$ cat config.mk
export PLATFORM = sky130hd
export DESIGN_NAME = f2c_rsp_engine
export DESIGN_NICKNAME = d
export VERILOG_FILES = /design/src/rtl/f2c_rsp_engine.sv
export SDC_FILE = /design/constraint.sdc
export NUM_CORES = 1
export LEC_CHECK = 0
export ABC_CLOCK_PERIOD_IN_PS = 4230
export CORE_MARGIN = 10
export CORE_UTILIZATION = 54
export CTS_CLUSTER_SIZE = 25
export DETAILED_ROUTE_END_ITERATION = 10
export PLACE_DENSITY_LB_ADDON = 0.3
export SLEW_MARGIN = 10
export SYNTH_ARGS = -nofsm -noshare
export SYNTH_HDL_FRONTEND = slang
export SYNTH_SLANG_ARGS = --single-unit
$ cat constraint.sdc
create_clock -name QClk -period 4.23 [get_ports QClk]
set_clock_uncertainty 0.2 [all_clocks]
set_input_delay 0.6345 -clock QClk [delete_from_list [all_inputs] [get_ports QClk]]
set_output_delay 0.6345 -clock QClk [all_outputs]
set_load 0.05 [all_outputs]
$ cat src/rtl/f2c_rsp_engine.sv
// Fabric-to-core request responder: ordered entry buffer feeding the local access port.
// Define F2C_DFD_CNT_EN to build the saturating RdCnt/WrCnt debug counters.
module f2c_rsp_engine #(
    parameter int unsigned ENTRIES = 4,
    parameter int unsigned PTR_W   = $clog2(ENTRIES)
) (
    input  logic             QClk,
    input  logic             RstQnnnH,
    input  logic             RingReqValid,
    input  logic [1:0]       RingReqOpcode,
    input  logic [31:0]      RingReqAddress,
    input  logic [31:0]      RingReqData,
    input  logic [7:0]       RingReqRequestor,
    output logic             RingReqReady,
    input  logic             MemGnt,
    output logic             MemRdEn,
    output logic             MemWrEn,
    output logic [31:0]      MemAddress,
    output logic [31:0]      MemWrData,
    input  logic [31:0]      MemRdData,
    output logic             RspValid,
    output logic [1:0]       RspOpcode,
    output logic [31:0]      RspAddress,
    output logic [31:0]      RspData,
    output logic [7:0]       RspRequestor,
    input  logic             RspTaken,
    output logic [PTR_W:0]   Occupancy,
    output logic             Error,
    output logic [15:0]      RdCnt,
    output logic [15:0]      WrCnt
);

    typedef enum logic [1:0] {
        OpRd      = 2'b00,
        OpRdRsp   = 2'b01,
        OpWr      = 2'b10,
        OpWrBcast = 2'b11
    } t_opcode;

    typedef enum logic [2:0] {
        StFree      = 3'd0,
        StRead      = 3'd1,
        StReadPrgrs = 3'd2,
        StReadRdy   = 3'd3,
        StWrite     = 3'd4,
        StWriteDone = 3'd5,
        StError     = 3'd6
    } t_state;

    localparam logic [PTR_W-1:0] PtrOne  = PTR_W'(1);
    localparam logic [PTR_W:0]   OccOne  = (PTR_W + 1)'(1);
    localparam logic [PTR_W:0]   OccFull = (PTR_W + 1)'(ENTRIES);

    t_state           st_q   [ENTRIES];
    t_state           st_d   [ENTRIES];
    logic [31:0]      addr_q [ENTRIES];
    logic [31:0]      addr_d [ENTRIES];
    logic [31:0]      data_q [ENTRIES];
    logic [31:0]      data_d [ENTRIES];
    logic [7:0]       req_q  [ENTRIES];
    logic [7:0]       req_d  [ENTRIES];

    logic [PTR_W-1:0] alloc_q, alloc_d;
    logic [PTR_W-1:0] issue_q, issue_d;
    logic [PTR_W-1:0] retire_q, retire_d;
    logic [PTR_W-1:0] rd_idx_q, rd_idx_d;
    logic             rd_pend_q, rd_pend_d;
    logic [PTR_W:0]   occ_q, occ_d;
    logic             err_q, err_d;

    logic             accept;
    logic             alloc_fire;
    logic             retire_fire;

    assign RingReqReady = (occ_q != OccFull);
    assign accept       = RingReqValid && RingReqReady;
    assign Occupancy    = occ_q;
    assign Error        = err_q;

    always_comb begin
        st_d         = st_q;
        addr_d       = addr_q;
        data_d       = data_q;
        req_d        = req_q;
        alloc_d      = alloc_q;
        issue_d      = issue_q;
        retire_d     = retire_q;
        rd_idx_d     = rd_idx_q;
        rd_pend_d    = 1'b0;
        occ_d        = occ_q;
        err_d        = err_q;
        alloc_fire   = 1'b0;
        retire_fire  = 1'b0;
        MemRdEn      = 1'b0;
        MemWrEn      = 1'b0;
        MemAddress   = '0;
        MemWrData    = '0;
        RspValid     = 1'b0;
        RspOpcode    = '0;
        RspAddress   = '0;
        RspData      = '0;
        RspRequestor = '0;

        // Retire: head entry only, so responses leave in request order.
        case (st_q[retire_q])
            StWriteDone: begin
                st_d[retire_q] = StFree;
                retire_fire    = 1'b1;
            end
            StReadRdy: begin
                RspValid     = 1'b1;
                RspOpcode    = OpRdRsp;
                RspAddress   = addr_q[retire_q];
                RspData      = data_q[retire_q];
                RspRequestor = req_q[retire_q];
                if (RspTaken) begin
                    st_d[retire_q] = StFree;
                    retire_fire    = 1'b1;
                end
            end
            StError: begin
                err_d          = 1'b1;
                st_d[retire_q] = StFree;
                retire_fire    = 1'b1;
            end
            default: ;
        endcase
        if (retire_fire) begin
            retire_d = retire_q + PtrOne;
        end

        // Read data returns one cycle after the strobe.
        if (rd_pend_q) begin
            st_d[rd_idx_q]   = StReadRdy;
            data_d[rd_idx_q] = MemRdData;
        end

        if (MemGnt) begin
            case (st_q[issue_q])
                StRead: begin
                    MemRdEn       = 1'b1;
                    MemAddress    = addr_q[issue_q];
                    st_d[issue_q] = StReadPrgrs;
                    rd_pend_d     = 1'b1;
                    rd_idx_d      = issue_q;
                    issue_d       = issue_q + PtrOne;
                end
                StWrite: begin
                    MemWrEn       = 1'b1;
                    MemAddress    = addr_q[issue_q];
                    MemWrData     = data_q[issue_q];
                    st_d[issue_q] = StWriteDone;
                    issue_d       = issue_q + PtrOne;
                end
                StError: issue_d = issue_q + PtrOne;
                default: ;
            endcase
        end

        if (accept) begin
            case (t_opcode'(RingReqOpcode))
                OpRd: begin
                    st_d[alloc_q] = StRead;
                    alloc_fire    = 1'b1;
                end
                OpWr, OpWrBcast: begin
                    st_d[alloc_q] = StWrite;
                    alloc_fire    = 1'b1;
                end
                default: err_d = 1'b1;
            endcase
            if (alloc_fire) begin
                addr_d[alloc_q] = RingReqAddress;
                data_d[alloc_q] = RingReqData;
                req_d[alloc_q]  = RingReqRequestor;
                alloc_d         = alloc_q + PtrOne;
            end
        end

        if (alloc_fire && !retire_fire) begin
            occ_d = occ_q + OccOne;
        end else if (!alloc_fire && retire_fire) begin
            occ_d = occ_q - OccOne;
        end
    end

    always_ff @(posedge QClk) begin
        if (RstQnnnH) begin
            for (int i = 0; i < int'(ENTRIES); i++) begin
                st_q[i]   <= StFree;
                addr_q[i] <= '0;
                data_q[i] <= '0;
                req_q[i]  <= '0;
            end
            alloc_q   <= '0;
            issue_q   <= '0;
            retire_q  <= '0;
            rd_idx_q  <= '0;
            rd_pend_q <= 1'b0;
            occ_q     <= '0;
            err_q     <= 1'b0;
        end else begin
            st_q      <= st_d;
            addr_q    <= addr_d;
            data_q    <= data_d;
            req_q     <= req_d;
            alloc_q   <= alloc_d;
            issue_q   <= issue_d;
            retire_q  <= retire_d;
            rd_idx_q  <= rd_idx_d;
            rd_pend_q <= rd_pend_d;
            occ_q     <= occ_d;
            err_q     <= err_d;
        end
    end

`ifdef F2C_DFD_CNT_EN
    logic [15:0] rd_cnt_q, rd_cnt_d;
    logic [15:0] wr_cnt_q, wr_cnt_d;
    logic        acc_rd, acc_wr;

    assign acc_rd = accept && (RingReqOpcode == OpRd);
    assign acc_wr = accept && ((RingReqOpcode == OpWr) || (RingReqOpcode == OpWrBcast));

    always_comb begin
        rd_cnt_d = rd_cnt_q;
        wr_cnt_d = wr_cnt_q;
        if (acc_rd && (rd_cnt_q != 16'hFFFF)) begin
            rd_cnt_d = rd_cnt_q + 16'd1;
        end
        if (acc_wr && (wr_cnt_q != 16'hFFFF)) begin
            wr_cnt_d = wr_cnt_q + 16'd1;
        end
    end

    always_ff @(posedge QClk) begin
        if (RstQnnnH) begin
            rd_cnt_q <= '0;
            wr_cnt_q <= '0;
        end else begin
            rd_cnt_q <= rd_cnt_d;
            wr_cnt_q <= wr_cnt_d;
        end
    end

    assign RdCnt = rd_cnt_q;
    assign WrCnt = wr_cnt_q;
`else
    assign RdCnt = '0;
    assign WrCnt = '0;
`endif

endmodule

== Word level (Yosys, flattened, before mapping) ==
Index checks and enable logic that the tools add are counted.
Cells by class
  multiplexer cells: 72
  add/subtract/negate cells: 5
  bitwise logic cells: 21
  equal/unequal tests: 9
  reduce and logical (&&, ||, !) cells: 19
  magnitude comparators: 8
Operators by type and width (number)
  $mux W32: 16
  $bwmux W128: 3
  $mux W128: 3
  $bmux W32 S2: 4
  $demux W32 S2: 2
  $pmux W12 S2: 3
  $mux W12: 4
  $bwmux W32: 1
  $mux W8: 4
  $mux W3: 10
  $and A8 B8 Y8: 3
  $demux W3 S2: 4
  $not A8 Y8: 3
  $bmux W8 S2: 1
  $demux W8 S2: 1
  $or A8 B8 Y8: 2
  $mux W1: 13
  $and A12 B12 Y12: 1
  $bmux W3 S2: 2
  $eq A3 B3 Y1 const B: 4
  $ge A3 B3 Y1 const B: 4
  $lt A3 B1 Y1 const B: 4
  $not A12 Y12: 1
  $not A2 Y3: 4
  18 further kinds: 37
Storage, ports and cells
  register bits: 313
  output and inout bits: 178
  logic and storage cells: 157

== Depth between registers and ports, before layout ==
Gate-level depths: netlist of run 1.
  depth in word-level cells: 17
  gate-level depth with buffers: 13

== Least setup slack after synthesis of run 1 ==
OpenSTA, ideal clock, no wires.
  path kind: register to output
  start: register issue_q[0]
  end: output MemWrData[22]
  arrival: 2.482 ns
  stages on the path, launching flop included: 6
  path buffers: 2
  path slack: 0.913 ns
  data required time: 3.395 ns
  cells stage by stage: dfxtp_1 > buf_6 > mux4_2 > and4bb_4 > clkbuf_1 > and2_1
Between the ends
  word-level cells in the longest chain between the ends: 7
  elaborated cells between the ends (all ways): 10
  classes of those cells: 1 x eq/ne; 8 x mux; 1 x bitwise
Ends and longest elaborated chain
  from (decl): RTL line 64  | logic [PTR_W-1:0] issue_q, issue_d;
  from (signal assigned): RTL line 208  | issue_q <= issue_d;
  $not A2 Y3 (not written as such) *: RTL line 139, 151
  $bmux W3 S2: RTL line 139  | case (st_q[issue_q])
  $mux W3 (not written as such) (2 in series): RTL line 139
  $eq A3 B3 Y1: RTL line 139
  $mux W32 *: RTL line 139
  $mux W32 *: RTL line 138  | if (MemGnt) begin
  to (decl): RTL line 19  | output logic [31:0] MemWrData,
Mark *: on every way between the ends. The rest lies on a longest branch, timed or not. The select of a mux whose other input is x is not followed.

== Worst setup path after layout of run 1 ==
  start: register issue_q[0]
  end: output MemRdEn
Between the ends
  word-level cells in the longest chain between the ends: 7
Ends and longest elaborated chain
  $not A2 Y3 (not written as such): RTL line 139
  $bmux W3 S2: RTL line 139
  $mux W3 (not written as such) (2 in series): RTL line 139
  $eq A3 B1 Y1: RTL line 139
  $mux W1: RTL line 139
  $mux W1
  to (decl): RTL line 16  | output logic MemRdEn,
No other way between the ends. The select of a mux whose other input is x is not followed.

==> impl_metrics.env, run 1 <==
export IMPL_run_status="finished clean"
export IMPL_drc_errors=0
export IMPL_grt_setup_unrepaired="false"
export IMPL_crit_chain="mux4_2, and4bb_2, clkdlybuf4s50_1"
export IMPL_clk_pin_slew_ns=0.06
export IMPL_initial_core_util_pct=54.5
export IMPL_ys_ff_latch=313
export IMPL_slew_viol_final=0
export IMPL_crit_buf_inv=1
export IMPL_ir_drop_uv=608
export IMPL_die_h_um=198
export IMPL_clockBufferDepth=3
export IMPL_fin_crit_sh_pct=93.9
export IMPL_cts_tree="built"
export IMPL_max_clock_freq_mhz=252
export IMPL_area_delta_synth_final_pct=26.1
export IMPL_max_slew_margin_rel_pct=24.9
export IMPL_critPathCaptureType="output pin"
export IMPL_r2r_setup_slack_ns=1.03
export IMPL_nFillCells=2358
export IMPL_synth_warnings=0
export IMPL_core_um2=31500
export IMPL_regArea_um2=6280
export IMPL_tightest_slew_ns=1.13
export IMPL_hold_violations=0
export IMPL_hpwl_um=33800
export IMPL_placementRows=65
export IMPL_wirelength_um=53900
export IMPL_cap_violations=0
export IMPL_synthArstFlopShare_pct=0
export IMPL_viasPerCell=6.17
export IMPL_antenna_found_initial=9
export IMPL_clock_sink_count=313
export IMPL_track_usage_pct=26.9
export IMPL_ios=289
export IMPL_setup_tns_ns=0
export IMPL_setup_viol=0
export IMPL_synth_top_cell_area_share_pct=36.5
export IMPL_postCtsHoldBufs=0
export IMPL_crit_slowest_cell="clkdlybuf4s50_1"
export IMPL_path_max_fanout=14
export IMPL_min_period_ns=3.97
export IMPL_critPathKind="reg -> out"
export IMPL_cts_max_level=2
export IMPL_syn_area_per_cell_um2=9.36
export IMPL_vias=14966
export IMPL_power_density_nw_per_um2=445
export IMPL_wl_per_cell_um=22.2
export IMPL_crit_path_max_incr_delay_ns=0.87
export IMPL_synth_most_common_cell="nand2_1"
export IMPL_overflow=0
export IMPL_numCtsBuffers=36
export IMPL_ys_types=47
export IMPL_syn_inst=1835
export IMPL_dr_pass1_iters=5
export IMPL_synth_edf_count=0
export IMPL_io_buffers=255
export IMPL_yosysSeqAreaShare_pct=36.5
export IMPL_final_nets=2118
export IMPL_synth_area_um2=17200
export IMPL_grt_pass1_vias=15334
export IMPL_synthTopCellsByCount="nand2_1, dfxtp_1, a21oi_1, mux4_2, nor2_1"
export IMPL_drt_initial_drc_count=1197
export IMPL_gp_congestion=0.858
export IMPL_cts_resized=0
export IMPL_crit_family="buffers and inverters"
export IMPL_critical_path_required_ns=3.40
export IMPL_grt_max_degree=172
export IMPL_root_buffer="clkbuf_16"
export IMPL_crit_path_start_kind="register"
export IMPL_synth_largest_area_cell="dfxtp_1"
export IMPL_die_w_um=198
export IMPL_synth_flop_cell="dfxtp_1"
export IMPL_hold_class="reg -> reg"
export IMPL_cts_setup_buffers=0
export IMPL_die_area_um2=39300
export IMPL_clk_latency_ns=0.53
export IMPL_grt_pass1_wl_um=84800
export IMPL_synth_area_leaders="dfxtp_1, mux4_2, mux2i_1"
export IMPL_power_leakage_nw=7.99
export IMPL_finalPower_mw=9.62
export IMPL_multi_input_comb_area_um2=10100
export IMPL_cp_arrival_ns=3.14
export IMPL_ant_nets=0
export IMPL_post_route_cells_drive_above_1_share_pct=19.5
-- cell families after synthesis --
family	after synthesis	share of synthesized area [%]
simple gates	671	17.8
compound gates	337	12.1
flops	313	36.5
mux	277	26.4
buf+inv	217	5.76
fa+ha+maj	14	1.06
xor+xnor	5	0.255
other cells	1	0.0218
-- where the power goes --
group,internal (mW),switching [mW]
Clock,1.81,1.25
Sequential,3.25,0.257
Combinational,1.32,1.74
Total,6.37,3.25
-- registers in the layout, indices dropped and copies added, names as in the netlist, 3 cells and up --
| register | cells |
|---|---|
| data_q | 128 |
| addr_q | 128 |
| req_q | 32 |
| Occupancy | 3 |
| st_q | 12 |
-- placed cells by master (no fill, tap or decap), types with 4 or more instances in the layout --
cell type        count
o21ai_0              6
a21boi_0             5
nor2b_1             82
a21oi_1            175
mux4_2             141
inv_1               13
nand3_1              8
dfxtp_4              4
and3_1              33
buf_4               94
diode_2              7
ha_1                13
o22ai_1              4
nand2b_1             7
buf_12              82
dfxtp_1            309
and3b_1              4
nand2_4              4
nand2_1            336
clkbuf_16           36
clkdlybuf4s50_1    115
nor2_1             138
conb_1              33
nor4bb_4             4
clkbuf_1             9
mux2i_1            134
a31oi_1              5
and2_1              34
clkbuf_8             6
a32oi_1              4
a211oi_1           128
-- through the flow --
| step | hold WS, ns | cell area (um^2) | std cells | util (%) | worst slack [ns] |
|---|---|---|---|---|---|
| 2_1_floorplan | 0.233 | 17300 | 1867 | - | 0.913 |
| 3_3_place_gp | 0.239 | 20500 | 2357 | 65.1 | 0.449 |
| 3_5_place_dp | 0.246 | 20500 | 2357 | 65.1 | 0.374 |
| 4_1_cts | 0.254 | 21600 | 2417 | 68.7 | 0.225 |
| 5_1_grt | 0.277 | 21600 | 2421 | 68.8 | 0.170 |
| 6_report | 0.257 | 21700 | 2424 | 68.8 | 0.256 |
-- per-layer routing --
layer  routed length [um]  track usage, %
met1                21400            34.0
met2                25700            43.8
met3                 5310            6.47
met4                 1440            9.60
met5                   23               0
-- worst paths after layout --
kind,start,end,cells after the start
max reg2reg,st_q[5]$_SDFF_PP0_,Occupancy[2]$_SDFFE_PP0P_,11
max,issue_q[0]$_SDFFE_PP0P_,MemRdEn,3
min reg2reg,req_q[2]$_SDFFE_PP0P_,req_q[2]$_SDFFE_PP0P_,2
min,req_q[2]$_SDFFE_PP0P_,req_q[2]$_SDFFE_PP0P_,2
-- tightest hold or removal path, cell delays in order (launching register included) --
cell	delay, ns
dfxtp_1	0.31
nand2_1	0.05
a21oi_1	0.05
-- final cells by class --
cell class,count,share of cell area [%]
Multi-Input combinational cell,1337,46.8
Clock buffer,51,4.70
Antenna cell,7,0.0809
Tap cell,402,2.32
Inverter,13,0.225
Sequential cell,313,29.0
Clock inverter,9,0.595
Timing Repair Buffer,292,16.2
(Power assumes the default switching activity.)
==> inputs of run 2 (changes only) <==
--- a/config.mk
+++ b/config.mk
@@ -6,6 +6,7 @@
 export NUM_CORES = 1
 export LEC_CHECK = 0
 export ABC_CLOCK_PERIOD_IN_PS = 4230
+export CAP_MARGIN = 5
 export CORE_MARGIN = 10
 export CORE_UTILIZATION = 54
 export CTS_CLUSTER_SIZE = 25
==> results of run 2 <==
The final DEF is identical to that of run 1; final timing and power are the same.
==> edit (config.mk and constraints of run 1) <==
Build with the macro `F2C_DFD_CNT_EN` defined.
--- a/src/rtl/f2c_rsp_engine.sv
+++ b/src/rtl/f2c_rsp_engine.sv
@@ -1,5 +1,7 @@
 // Fabric-to-core request responder: ordered entry buffer feeding the local access port.
 // Define F2C_DFD_CNT_EN to build the saturating RdCnt/WrCnt debug counters.
+`define F2C_DFD_CNT_EN
+
 module f2c_rsp_engine #(
     parameter int unsigned ENTRIES = 4,
     parameter int unsigned PTR_W   = $clog2(ENTRIES)
Formal check against the unedited RTL: not equivalent (Yosys sat finds a counterexample within 4 cycles, from zero or initial values and one cycle with RstQnnnH high).
==> edit against run 1 <==
- combinational power down 12%
- sequential cell count rose by 32
- clock power increased by 5%
- synthesized area grew 7.3%
- register-to-register slack better by 0.08 ns
- total power grew 0.12%
- via count grew 9.1%
- cell area is 9.0% higher
- worst setup slack better by 0.21 ns
- count of clock-buffer cells in the layout grew 4
- final cell count up 8.2%
- routed wire length rose by 8.2%
- critical path type unchanged
- highest routed layer unchanged
==> edit: results <==
[outcome]
status = complete, no violations

[global_routing]
grt_pass1_vias = 16700
grt_max_degree = 154
grt_pass1_wl_mm = 91.0
antenna_found_initial = 4
grt_usage_pct = 26.9

[clock_tree]
cts_setup_buffers = 0
clkTransAtPathRegs_ns = 0.06
ctsHtreeMaxLevel = 2
cts_buffers = 38

[finish]
fillCellCount = 2443
drive_gt1_share_pct = 18.0
final_net_count = 2276

[placement]
gp_congestion = 0.861
numPortBuffers = 287
dpl.hpwl_mm = 36.0

[yosys]
synth_seq_area_share_pct = 37.5
ys.flop_type = dfxtp_1
netlist_top_cells_count = dfxtp_1, nand2_1, a21oi_1
synth_cell_types = 54
synth_area_leaders = dfxtp_1, mux4_2, mux2i_1
ys_warn_count = 0

[power_and_ir_drop]
vdd_ir_drop_max_mv = 0.318
p_leak_uw = 0.00849

[worst_setup_path]
crit_fanout = 63
r2r_setup_slack_ns = 1.11
cp.arrival_ns = 2.93

[detailed_routing]
wire_per_inst_um = 22.2
viasPerCell = 6.22
drt_iter0_drc = 1576

[sta]
whs_ns = 0.253
relSlewSlack_pct = 25.6
edit: where the power goes:
group / total, µW / switching, µW / internal (µW)
clock network: 3220 / 1350 / 1870
logic: 2680 / 1500 / 1180
registers: 3740 / 215 / 3520
total: 9640 / 3070 / 6570
edit: final cells by class:
type | instances | share of cell area (%)
multi-input combinational | 1422 | 45.5
sequential | 345 | 29.3
timing repair buffer | 316 | 17.4
clock buffer | 55 | 4.69
tap | 448 | 2.38
inverter | 26 | 0.414
clock inverter | 10 | 0.345
antenna | 1 | 0.0106
edit: per-stage QoR:
stage	worst slack (ns)	instances	cell area, µm²
3_3_place_gp	0.864	2557	22400
2_1_floorplan	0.749	1978	18400
5_1_grt	0.424	2623	23600
3_5_place_dp	0.817	2557	22400
4_1_cts	0.487	2622	23600
6_report	0.462	2623	23600
edit: metal layers:
metal / global-route usage, % / wire, µm
met1: 32.7 / 22200
met2: 45.3 / 28900
met3: 5.97 / 5310
met4: 10.8 / 1940
met5: 0 / 34
edit: final timing paths:
path / startpoint / to / cells past startpoint
max reg2reg: retire_q[1] / Occupancy[2] / 10
max: retire_q[1] / RspData[31] / 4
min: req_q[27] / req_q[27] / 2
min reg2reg: req_q[27] / req_q[27] / 2
edit: logic make-up after synthesis:
| logic type | Yosys count | share of synthesized area (%) |
|---|---|---|
| AOI/OAI and AO/OA | 350 | 12.0 |
| xor gates and xnor gates | 32 | 1.52 |
| adders and majority gates | 16 | 1.13 |
| buffers and inverters | 211 | 4.60 |
| DFF | 345 | 37.5 |
| muxes | 280 | 24.9 |
| other | 1 | 0.0204 |
| and+or+nand+nor | 743 | 18.4 |
edit: critical path, stage by stage (launching register included):
cell     delay (ns)
dfxtp_4        0.53
buf_4          0.87
mux4_2         0.59
and2_1         0.19
buf_4          0.20
